`config.mk`:
```
export PLATFORM = sky130hd
export DESIGN_NAME = ex_div
export DESIGN_NICKNAME = d
export VERILOG_FILES = /design/src/rtl/ex_div_pkg.sv /design/src/rtl/ex_div_div_unit.sv /design/src/rtl/ex_div.sv
export SDC_FILE = /design/constraint.sdc
export NUM_CORES = 1
export LEC_CHECK = 0
export CORE_MARGIN = 2
export CORE_UTILIZATION = 55
export CTS_CLUSTER_SIZE = 30
export DETAILED_ROUTE_END_ITERATION = 10
export PLACE_DENSITY = 0.74
export SYNTH_ARGS = -nofsm -noshare
export SYNTH_HDL_FRONTEND = slang
export SYNTH_HIERARCHICAL = 1
export SYNTH_SLANG_ARGS = --single-unit
```
`constraint.sdc`:
```
create_clock -name clk -period 11.6 [get_ports clk]
set_input_delay 2.32 -clock clk [delete_from_list [all_inputs] [get_ports clk]]
set_output_delay 2.32 -clock clk [all_outputs]
set_load 0.02 [all_outputs]
```
`src/rtl/ex_div_pkg.sv`:
```
// Shared opcode, result-class and divider-state definitions for the MIPS32 execute stage.
package ex_div_pkg;

  localparam int RegBus     = 32;
  localparam int RegAddrBus = 5;
  localparam int AluOpBus   = 8;
  localparam int AluSelBus  = 3;

  localparam logic [AluOpBus-1:0] EXE_NOP_OP  = 8'b00000000;
  localparam logic [AluOpBus-1:0] EXE_AND_OP  = 8'b00100100;
  localparam logic [AluOpBus-1:0] EXE_OR_OP   = 8'b00100101;
  localparam logic [AluOpBus-1:0] EXE_XOR_OP  = 8'b00100110;
  localparam logic [AluOpBus-1:0] EXE_NOR_OP  = 8'b00100111;
  localparam logic [AluOpBus-1:0] EXE_SLL_OP  = 8'b01111100;
  localparam logic [AluOpBus-1:0] EXE_SRL_OP  = 8'b00000010;
  localparam logic [AluOpBus-1:0] EXE_SRA_OP  = 8'b00000011;
  localparam logic [AluOpBus-1:0] EXE_SLT_OP  = 8'b00101010;
  localparam logic [AluOpBus-1:0] EXE_SLTU_OP = 8'b00101011;
  localparam logic [AluOpBus-1:0] EXE_ADDU_OP = 8'b00100001;
  localparam logic [AluOpBus-1:0] EXE_SUBU_OP = 8'b00100011;
  localparam logic [AluOpBus-1:0] EXE_MFHI_OP = 8'b00010000;
  localparam logic [AluOpBus-1:0] EXE_MTHI_OP = 8'b00010001;
  localparam logic [AluOpBus-1:0] EXE_MFLO_OP = 8'b00010010;
  localparam logic [AluOpBus-1:0] EXE_MTLO_OP = 8'b00010011;
  localparam logic [AluOpBus-1:0] EXE_DIV_OP  = 8'b00011010;
  localparam logic [AluOpBus-1:0] EXE_DIVU_OP = 8'b00011011;

  localparam logic [AluSelBus-1:0] EXE_RES_NOP        = 3'b000;
  localparam logic [AluSelBus-1:0] EXE_RES_LOGIC      = 3'b001;
  localparam logic [AluSelBus-1:0] EXE_RES_SHIFT      = 3'b010;
  localparam logic [AluSelBus-1:0] EXE_RES_MOVE       = 3'b011;
  localparam logic [AluSelBus-1:0] EXE_RES_ARITHMETIC = 3'b100;

  typedef enum logic [1:0] {
    DIV_IDLE = 2'b00,
    DIV_BUSY = 2'b01,
    DIV_DONE = 2'b10
  } div_state_e;

  function automatic logic is_div(input logic [AluOpBus-1:0] op);
    return (op == EXE_DIV_OP) || (op == EXE_DIVU_OP);
  endfunction

endpackage

```
`src/rtl/ex_div_div_unit.sv`:
```
// 32-step restoring divider on operand magnitudes; signs are re-applied while in DONE.
module div_unit
  import ex_div_pkg::*;
(
  input  logic        clk,
  input  logic        rst,
  input  logic        start,
  input  logic        signed_div,
  input  logic [31:0] opdata1,
  input  logic [31:0] opdata2,
  input  logic        annul,
  output logic [63:0] result,
  output logic        ready,
  output div_state_e  state_o
);

  div_state_e  state_q, state_d;
  logic [5:0]  cnt_q, cnt_d;
  logic [63:0] pr_q, pr_d;
  logic [31:0] divisor_q, divisor_d;
  logic        neg_quo_q, neg_quo_d;
  logic        neg_rem_q, neg_rem_d;

  logic [31:0] a_mag, b_mag;
  logic [64:0] shifted;
  logic [32:0] diff;
  logic [63:0] step;
  logic [31:0] quo, rem;

  always_comb begin
    a_mag   = (signed_div && opdata1[31]) ? -opdata1 : opdata1;
    b_mag   = (signed_div && opdata2[31]) ? -opdata2 : opdata2;
    shifted = {pr_q, 1'b0};
    diff    = shifted[64:32] - {1'b0, divisor_q};
    // Negative trial difference means the divisor did not fit: keep the shifted value, quotient bit 0.
    step    = diff[32] ? shifted[63:0] : {diff[31:0], shifted[31:1], 1'b1};

    state_d   = state_q;
    cnt_d     = cnt_q;
    pr_d      = pr_q;
    divisor_d = divisor_q;
    neg_quo_d = neg_quo_q;
    neg_rem_d = neg_rem_q;

    case (state_q)
      DIV_IDLE: begin
        if (start) begin
          cnt_d = 6'd0;
          if (opdata2 == 32'd0) begin
            pr_d      = {opdata1, 32'hFFFF_FFFF};
            neg_quo_d = 1'b0;
            neg_rem_d = 1'b0;
            state_d   = DIV_DONE;
          end else begin
            pr_d      = {32'd0, a_mag};
            divisor_d = b_mag;
            neg_quo_d = signed_div & (opdata1[31] ^ opdata2[31]);
            neg_rem_d = signed_div & opdata1[31];
            state_d   = DIV_BUSY;
          end
        end
      end
      DIV_BUSY: begin
        pr_d  = step;
        cnt_d = cnt_q + 6'd1;
        if (cnt_q == 6'd31) state_d = DIV_DONE;
      end
      DIV_DONE: state_d = DIV_IDLE;
      default:  state_d = DIV_IDLE;
    endcase

    if (annul) begin
      state_d = DIV_IDLE;
      cnt_d   = 6'd0;
    end

    quo     = neg_quo_q ? -pr_q[31:0]  : pr_q[31:0];
    rem     = neg_rem_q ? -pr_q[63:32] : pr_q[63:32];
    result  = {rem, quo};
    ready   = (state_q == DIV_DONE) && !annul;
    state_o = state_q;
  end

  always_ff @(posedge clk or posedge rst) begin
    if (rst) begin
      state_q   <= DIV_IDLE;
      cnt_q     <= 6'd0;
      pr_q      <= 64'd0;
      divisor_q <= 32'd0;
      neg_quo_q <= 1'b0;
      neg_rem_q <= 1'b0;
    end else begin
      state_q   <= state_d;
      cnt_q     <= cnt_d;
      pr_q      <= pr_d;
      divisor_q <= divisor_d;
      neg_quo_q <= neg_quo_d;
      neg_rem_q <= neg_rem_d;
    end
  end

endmodule

```
`src/rtl/ex_div.sv`:
```
// MIPS32 execute stage: logic/shift/arith/move results, HI/LO ownership and the iterative divider.
module ex_div
  import ex_div_pkg::*;
(
  input  logic                  clk,
  input  logic                  rst,
  input  logic [AluOpBus-1:0]   aluop_i,
  input  logic [AluSelBus-1:0]  alusel_i,
  input  logic [RegBus-1:0]     reg1_i,
  input  logic [RegBus-1:0]     reg2_i,
  input  logic [RegAddrBus-1:0] wd_i,
  input  logic                  wreg_i,
  input  logic                  annul_i,
  output logic [RegAddrBus-1:0] wd_o,
  output logic                  wreg_o,
  output logic [RegBus-1:0]     wdata_o,
  output logic                  stallreq_o
);

  logic [RegBus-1:0]    hi_q, hi_d, lo_q, lo_d;
  logic [RegBus-1:0]    res;
  logic [AluSelBus-1:0] op_class;
  logic                 res_valid;
  logic                 div_op, div_start, div_ready;
  logic [63:0]          div_result;
  div_state_e           div_state;

  assign div_op    = is_div(aluop_i);
  assign div_start = div_op & ~annul_i;

  div_unit u_div (
    .clk        (clk),
    .rst        (rst),
    .start      (div_start),
    .signed_div (aluop_i == EXE_DIV_OP),
    .opdata1    (reg1_i),
    .opdata2    (reg2_i),
    .annul      (annul_i),
    .result     (div_result),
    .ready      (div_ready),
    .state_o    (div_state)
  );

  // A result is produced only when alusel names the class the opcode belongs to.
  always_comb begin
    res      = '0;
    op_class = EXE_RES_NOP;
    case (aluop_i)
      EXE_OR_OP:   begin res = reg1_i | reg2_i;    op_class = EXE_RES_LOGIC; end
      EXE_AND_OP:  begin res = reg1_i & reg2_i;    op_class = EXE_RES_LOGIC; end
      EXE_XOR_OP:  begin res = reg1_i ^ reg2_i;    op_class = EXE_RES_LOGIC; end
      EXE_NOR_OP:  begin res = ~(reg1_i | reg2_i); op_class = EXE_RES_LOGIC; end
      EXE_SLL_OP:  begin res = reg2_i << reg1_i[4:0];  op_class = EXE_RES_SHIFT; end
      EXE_SRL_OP:  begin res = reg2_i >> reg1_i[4:0];  op_class = EXE_RES_SHIFT; end
      EXE_SRA_OP:  begin res = $signed(reg2_i) >>> reg1_i[4:0]; op_class = EXE_RES_SHIFT; end
      EXE_ADDU_OP: begin res = reg1_i + reg2_i; op_class = EXE_RES_ARITHMETIC; end
      EXE_SUBU_OP: begin res = reg1_i - reg2_i; op_class = EXE_RES_ARITHMETIC; end
      EXE_SLT_OP:  begin
        res      = {31'd0, $signed(reg1_i) < $signed(reg2_i)};
        op_class = EXE_RES_ARITHMETIC;
      end
      EXE_SLTU_OP: begin res = {31'd0, reg1_i < reg2_i}; op_class = EXE_RES_ARITHMETIC; end
      EXE_MFHI_OP: begin res = hi_q; op_class = EXE_RES_MOVE; end
      EXE_MFLO_OP: begin res = lo_q; op_class = EXE_RES_MOVE; end
      default: ;
    endcase
    res_valid = (op_class != EXE_RES_NOP) && (op_class == alusel_i);
  end

  always_comb begin
    wd_o       = '0;
    wreg_o     = 1'b0;
    wdata_o    = '0;
    stallreq_o = 1'b0;
    if (!rst) begin
      wd_o       = wd_i;
      wreg_o     = wreg_i & res_valid;
      wdata_o    = res_valid ? res : '0;
      stallreq_o = div_op && !annul_i && (div_state != DIV_DONE);
    end
  end

  always_comb begin
    hi_d = hi_q;
    lo_d = lo_q;
    if (aluop_i == EXE_MTHI_OP) hi_d = reg1_i;
    if (aluop_i == EXE_MTLO_OP) lo_d = reg1_i;
    if (div_ready) begin
      hi_d = div_result[63:32];
      lo_d = div_result[31:0];
    end
  end

  always_ff @(posedge clk or posedge rst) begin
    if (rst) begin
      hi_q <= '0;
      lo_q <= '0;
    end else begin
      hi_q <= hi_d;
      lo_q <= lo_d;
    end
  end

endmodule

```
### Yosys cells after proc, flatten, opt, wreduce, memory -nomap -nowiden

Cells that the tools add are included.

| storage, ports and cells | value |
|---|---|
| memories | 0 |
| bits in latches | 0 |
| output and inout port bits | 39 |
| bits in read-only memories | 0 |
| word-level logic and storage cells | 110 |
| memory bits (writable) | 0 |
| register bits after elaboration | 170 |

| cells by class | value |
|---|---|
| divide/modulo/power cells | 0 |
| mux-type cells | 29 |
| reductions and logical operators | 24 |
| $lt $le $gt $ge | 2 |
| $add $sub $neg | 8 |
| bitwise operators | 11 |
| shift operators | 3 |
| equality and inequality tests | 25 |
| multiply operators | 0 |

Operators by type and width:

| cell | count |
|---|---|
| $pmux W32 S13 | 1 |
| $mux W32 | 10 |
| $mux W64 | 3 |
| $neg A32 Y32 | 4 |
| $pmux W64 S2 | 1 |
| $eq A8 B6 Y1 const B | 8 |
| $lt A32 B32 Y1 | 2 |
| $eq A8 B5 Y1 const B | 6 |
| $sub A33 B32 Y33 | 1 |
| $add A32 B32 Y32 | 1 |
| $and A32 B32 Y32 | 1 |
| $logic_not A32 Y1 | 1 |
| $not A32 Y32 | 1 |
| $or A32 B32 Y32 | 1 |
| $shl A32 B5 Y32 | 1 |
| $shr A32 B5 Y32 | 1 |
| $sshr A32 B5 Y32 | 1 |
| $sub A32 B32 Y32 | 1 |
| $xor A32 B32 Y32 | 1 |
| $eq A8 B2 Y1 const B | 2 |
| $mux W6 | 2 |
| $pmux W3 S4 | 1 |
| $pmux W6 S2 | 1 |
| $eq A8 B7 Y1 const B | 1 |
| 26 further kinds | 49 |

### Longest topological paths before layout

| depth | value |
|---|---|
| depth in word-level cells | 7 |
| mapped depth | 15 |
| depth with buffers taken out | 12 |

### Cells and area by module

Netlist, hierarchy kept.

By module, submodules not included:

| module | cells each | area each (um^2) | instances |
|---|---|---|---|
| ex_div | 1807 | 12868.6 | 1 |
| div_unit | 1183 | 9411.5 | 1 |

### Worst setup path before layout

OpenSTA, ideal clock, no wires.

| timing | value |
|---|---|
| path type | input to output |
| from | input reg1_i[2] |
| to | output wdata_o[26] |
| stages | 15 |
| data arrival time | 6129 ps |
| setup slack | 3151 ps |
| required time | 9280 ps |
| cells stage by stage | clkbuf_1 -> inv_1 -> clkbuf_1 -> buf_2 -> buf_1 -> ha_1 -> o21bai_1 -> a311oi_1 -> a2111oi_2 -> o21ai_2 -> a2111oi_4 -> o31ai_1 -> a311oi_1 -> o21ai_1 -> a21oi_1 |

| on the way | value |
|---|---|
| cells in the longest elaborated chain, start to end | 4 |
| elaborated cells on any way between the ends | 8 |
| those cells by class | add/sub (2); shift (3); mux (3) |

Ends and longest elaborated chain:

| element | line | source |
|---|---|---|
| start: declaration | ex_div.sv:9 | `input logic [RegBus-1:0] reg1_i,` |
| $sub A32 B32 Y32, or another cell as far along | ex_div.sv:57 | `EXE_SUBU_OP: begin res = reg1_i - reg2_i; op_class = EXE_RES_ARITHMETIC; end` |
| $pmux W32 S13 (*) | ex_div.sv:48 | `case (aluop_i)` |
| $mux W32 (*) | ex_div.sv:78 | `wdata_o = res_valid ? res : '0;` |
| $mux W32 (*) | ex_div.sv:75 | `if (!rst) begin` |
| end: declaration | ex_div.sv:16 | `output logic [RegBus-1:0] wdata_o,` |

Every way passes the cells marked *; elsewhere a longest branch is shown, timed or not.

### Final worst setup path

| timing | value |
|---|---|
| from | input reg2_i[17] |
| to | output wdata_o[0] |

| on the way | value |
|---|---|
| cells in the longest elaborated chain, start to end | 4 |
| elaborated cells on any way between the ends | 8 |
| those cells by class | order compare (2); shift (3); mux (3) |

Ends and longest elaborated chain:

| element | line | source |
|---|---|---|
| start: declaration | ex_div.sv:10 | `input logic [RegBus-1:0] reg2_i,` |
| $lt A32 B32 Y1, or another cell as far along | ex_div.sv:62 | `EXE_SLTU_OP: begin res = {31'd0, reg1_i < reg2_i}; op_class = EXE_RES_ARITHMETIC; end` |
| $pmux W32 S13 (*) | ex_div.sv:48 |  |
| $mux W32 (*) | ex_div.sv:78 |  |
| $mux W32 (*) | ex_div.sv:75 |  |

Marked as above.

==> results_dict.tcl <==
set metrics [dict create \
    synth-async-reset-ratio 1.00 \
    grt_remaining_overflow 0 \
    synth.top_cell.area_share 0.191 \
    synth_xor_area_frac 0.0700 \
    clkTransAtPathRegs_ps 60 \
    first_pass_iters 7 \
    worst-path-max-fanout 15 \
    vias_per_cell 7.28 \
    hold_violations 0 \
    vias 25600 \
    slew_headroom 0.131 \
    fin_area_mm2 0.0243 \
    synth_fp_nets 3222 \
    synth_ff_type "dfrtp_1" \
    drc 0 \
    leakage_nw 9.87 \
    outcome "completed" \
    cts.sinks 170 \
    die_h_um 205 \
    setup_violations 0 \
    synth_edf_count 0 \
    synthAdderAreaFrac 0.0841 \
    first_iter_violations 4210 \
    synth_top_family_by_area "compound AO/OA/AOI/OAI gates" \
    antenna_found_initial 2 \
    end_kind "primary output" \
    rsz0062_at_grt "false" \
    drive_above_1_share 0.0701 \
    final_util 0.611 \
    critical_path_class "input port to primary output" \
    crit_path_start_kind "input port" \
    cts_resized 0 \
    cp_data_required_time_ps 9280 \
    fillCellCount 3592 \
    fin_hold_ws_ps 528 \
    antenna_left 0 \
    dp_cells 3490 \
    ys_top_cells_by_area "dfrtp_1 (19%), ha_1 (8.1%), a21oi_1 (5.9%)" \
    synthSimpleGateAreaFrac 0.196 \
    synth_cells 2990 \
    tns_ps 0 \
    grt_pass1_wl_mm 151 \
    min_period_over_period 0.829 \
    place_area_mm2 0.0237 \
    avgSynthCellArea_um2 7.45 \
    syn_area_mm2 0.0223 \
    ys_types 102 \
    hp-class "register to register" \
    post-route-min-period_ps 9610 \
    synth_seq_cells 170 \
    nets 3216 \
    grt_start_max_net_pins 108 \
    final_cells 3521 \
    ys_seq_area_frac 0.191 \
    wl_per_cell_um 29.2 \
    clockRootBuffer "clkbuf_16" \
    synth_warnings 6 \
    gp_congestion 1.04 \
    synth_largest_area_cell "dfrtp_1" \
    synth_compound_area_frac 0.297 \
    area_delta_synth_final_pct 9.27 \
    io_buffers 122 \
    p_per_area_mw_per_mm2 165 \
    cts_made_buffers 17 \
    fp-row-count 73 \
    postCtsHoldBufs 0 \
    vdd.ir_drop.worst_v 0.000236 \
    fin_worst_skew_ps 13.1 \
    arrival_ps 7290 \
    wl_mm 103 \
    initial_core_util 0.559 \
    track_usage 0.478 \
    slew_viol_final 0 \
    cts.path.max_buffers 2 \
    worstMarginPinSlew_ps 1300 \
    cts_max_level 4 \
    cts_tree "built" \
    muxShareOfSynthArea 0.0953 \
    maxCapViolations 0 \
    cts_setup_buffers 0 \
    core_mm2 0.0398 \
    io_pins 123 \
    fp.dieArea_mm2 0.0421 \
    clk_latency_ps 450 \
    die_w_um 205 \
    grt_pass1_vias 24000 \
    max_freq_mhz 104 \
    hpwlAfterDp_mm 76.9 \
]
report_power, final:
group	switching, W	internal, W
registers	0.000266	0.000775
clock network	0.000244	0.000347
logic	0.00149	0.000891
sequential cells by signal, indices dropped and copies added (netlist names):
signal / flops
u_div/pr_q: 64
hi_q: 32
lo_q: 32
u_div/divisor_q: 32
u_div/cnt_q: 6
u_div/state_o: 2
u_div/neg_quo_q: 1
u_div/neg_rem_q: 1
cell type report:
cell class | instances | area, um^2 | area share
multi-input cells | 2454 | 16600 | 0.681
clock buffers | 19 | 453 | 0.0186
clock inverters | 10 | 141 | 0.00581
diodes | 2 | 5.00 | 0.000206
inverters | 158 | 596 | 0.0245
repair buffers | 183 | 1650 | 0.0677
well taps | 525 | 657 | 0.0270
flip-flops and latches | 170 | 4250 | 0.175
path summary, 6_finish.rpt:
check	from	endpoint	slack, ps	depth (start not counted)
worst max register to register	u_div/pr_q[49]	u_div/pr_q[55]	7280	10
max in group asynchronous	rst	u_div/divisor_q[1]	7640	3
worst min register to register	u_div/cnt_q[3]	u_div/cnt_q[3]	530	1
min in group asynchronous	rst	u_div/pr_q[26]	2550	2
worst min-delay path	u_div/cnt_q[3]	u_div/cnt_q[3]	530	1
worst max-delay path	reg2_i[17]	wdata_o[0]	1990	13
worst max-delay path: stages:
cell	delay (ps)
clkdlybuf4s50_1	1120
inv_1	180
ha_1	650
inv_1	220
o21ai_0	170
o21ai_0	200
a311oi_1	440
o22ai_1	220
o41ai_2	570
a211oi_2	160
o31ai_1	230
a31o_1	190
clkdlybuf4s50_1	610
logic make-up (layout without fill, tap and decap cells):
logic type                 after synthesis  in the layout
AOI/OAI and AO/OA                     1043           1043
and+or+nand+nor                        930            930
buffers and inverters                  366            370
xor gates and xnor gates               178            178
DFF                                    170            170
muxes                                  155            155
adders and majority gates              148            148
other                                    0              2
per-stage QoR:
step	setup WS, ps	power, W
after detailed placement	2210	0.00328
after global routing	1870	0.00421
after CTS	2200	0.00389
after global placement	2250	0.00319
after floorplan	3150	0.00265
final	1990	0.00401
synthesized netlist by cell type (18+ instances only):
library cell	instances
nor4_1	21
nor3_1	53
a211oi_1	39
mux4_2	44
mux2i_1	94
o22ai_1	44
clkbuf_1	142
o21ai_1	73
a31oi_1	51
inv_1	157
nand3_1	36
a21o_1	34
or4_1	20
nand2b_1	28
o31ai_1	46
o21ai_0	249
xor2_1	38
a21oi_1	261
nor2_1	328
buf_2	39
nor2b_1	25
o211ai_1	19
a221o_1	24
nand2_1	289
or3_1	39
a221oi_1	26
a22oi_1	24
o41ai_1	18
xnor2_1	140
ha_1	145
dfrtp_1	170
routing by layer:
layer | global-route usage | vias up | share of wire
li1 | - | 10900 | -
met1 | 0.619 | 12100 | 0.37
met2 | 0.705 | 2165 | 0.42
met3 | 0.136 | 505 | 0.14
met4 | 0.293 | 2 | 0.072
met5 | 0 | - | 0.00015
layout by cell type, fill, tap and decap left out, types with 9 or more instances in the layout:
cell	count
nor2_1	326
nand2_1	289
a21oi_1	261
o21ai_0	249
dfrtp_1	170
inv_1	154
ha_1	145
xnor2_1	140
clkdlybuf4s50_1	115
mux2i_1	94
o21ai_1	73
buf_4	63
nor3_1	51
a31oi_1	51
o31ai_1	46
mux4_2	44
o22ai_1	44
or3_1	39
a211oi_1	39
xor2_1	38
a21o_1	34
nand3_1	34
nand2b_1	28
a221oi_1	26
nor2b_1	25
a221o_1	24
a22oi_1	24
or4_1	20
o211ai_1	19
nor4_1	18
o41ai_1	18
nand4_1	17
clkbuf_16	17
o21bai_1	15
o21a_1	14
mux2_2	12
and2_1	11
o221ai_1	11
and3_1	9
No activity file was read; power rests on OpenSTA's default activity.
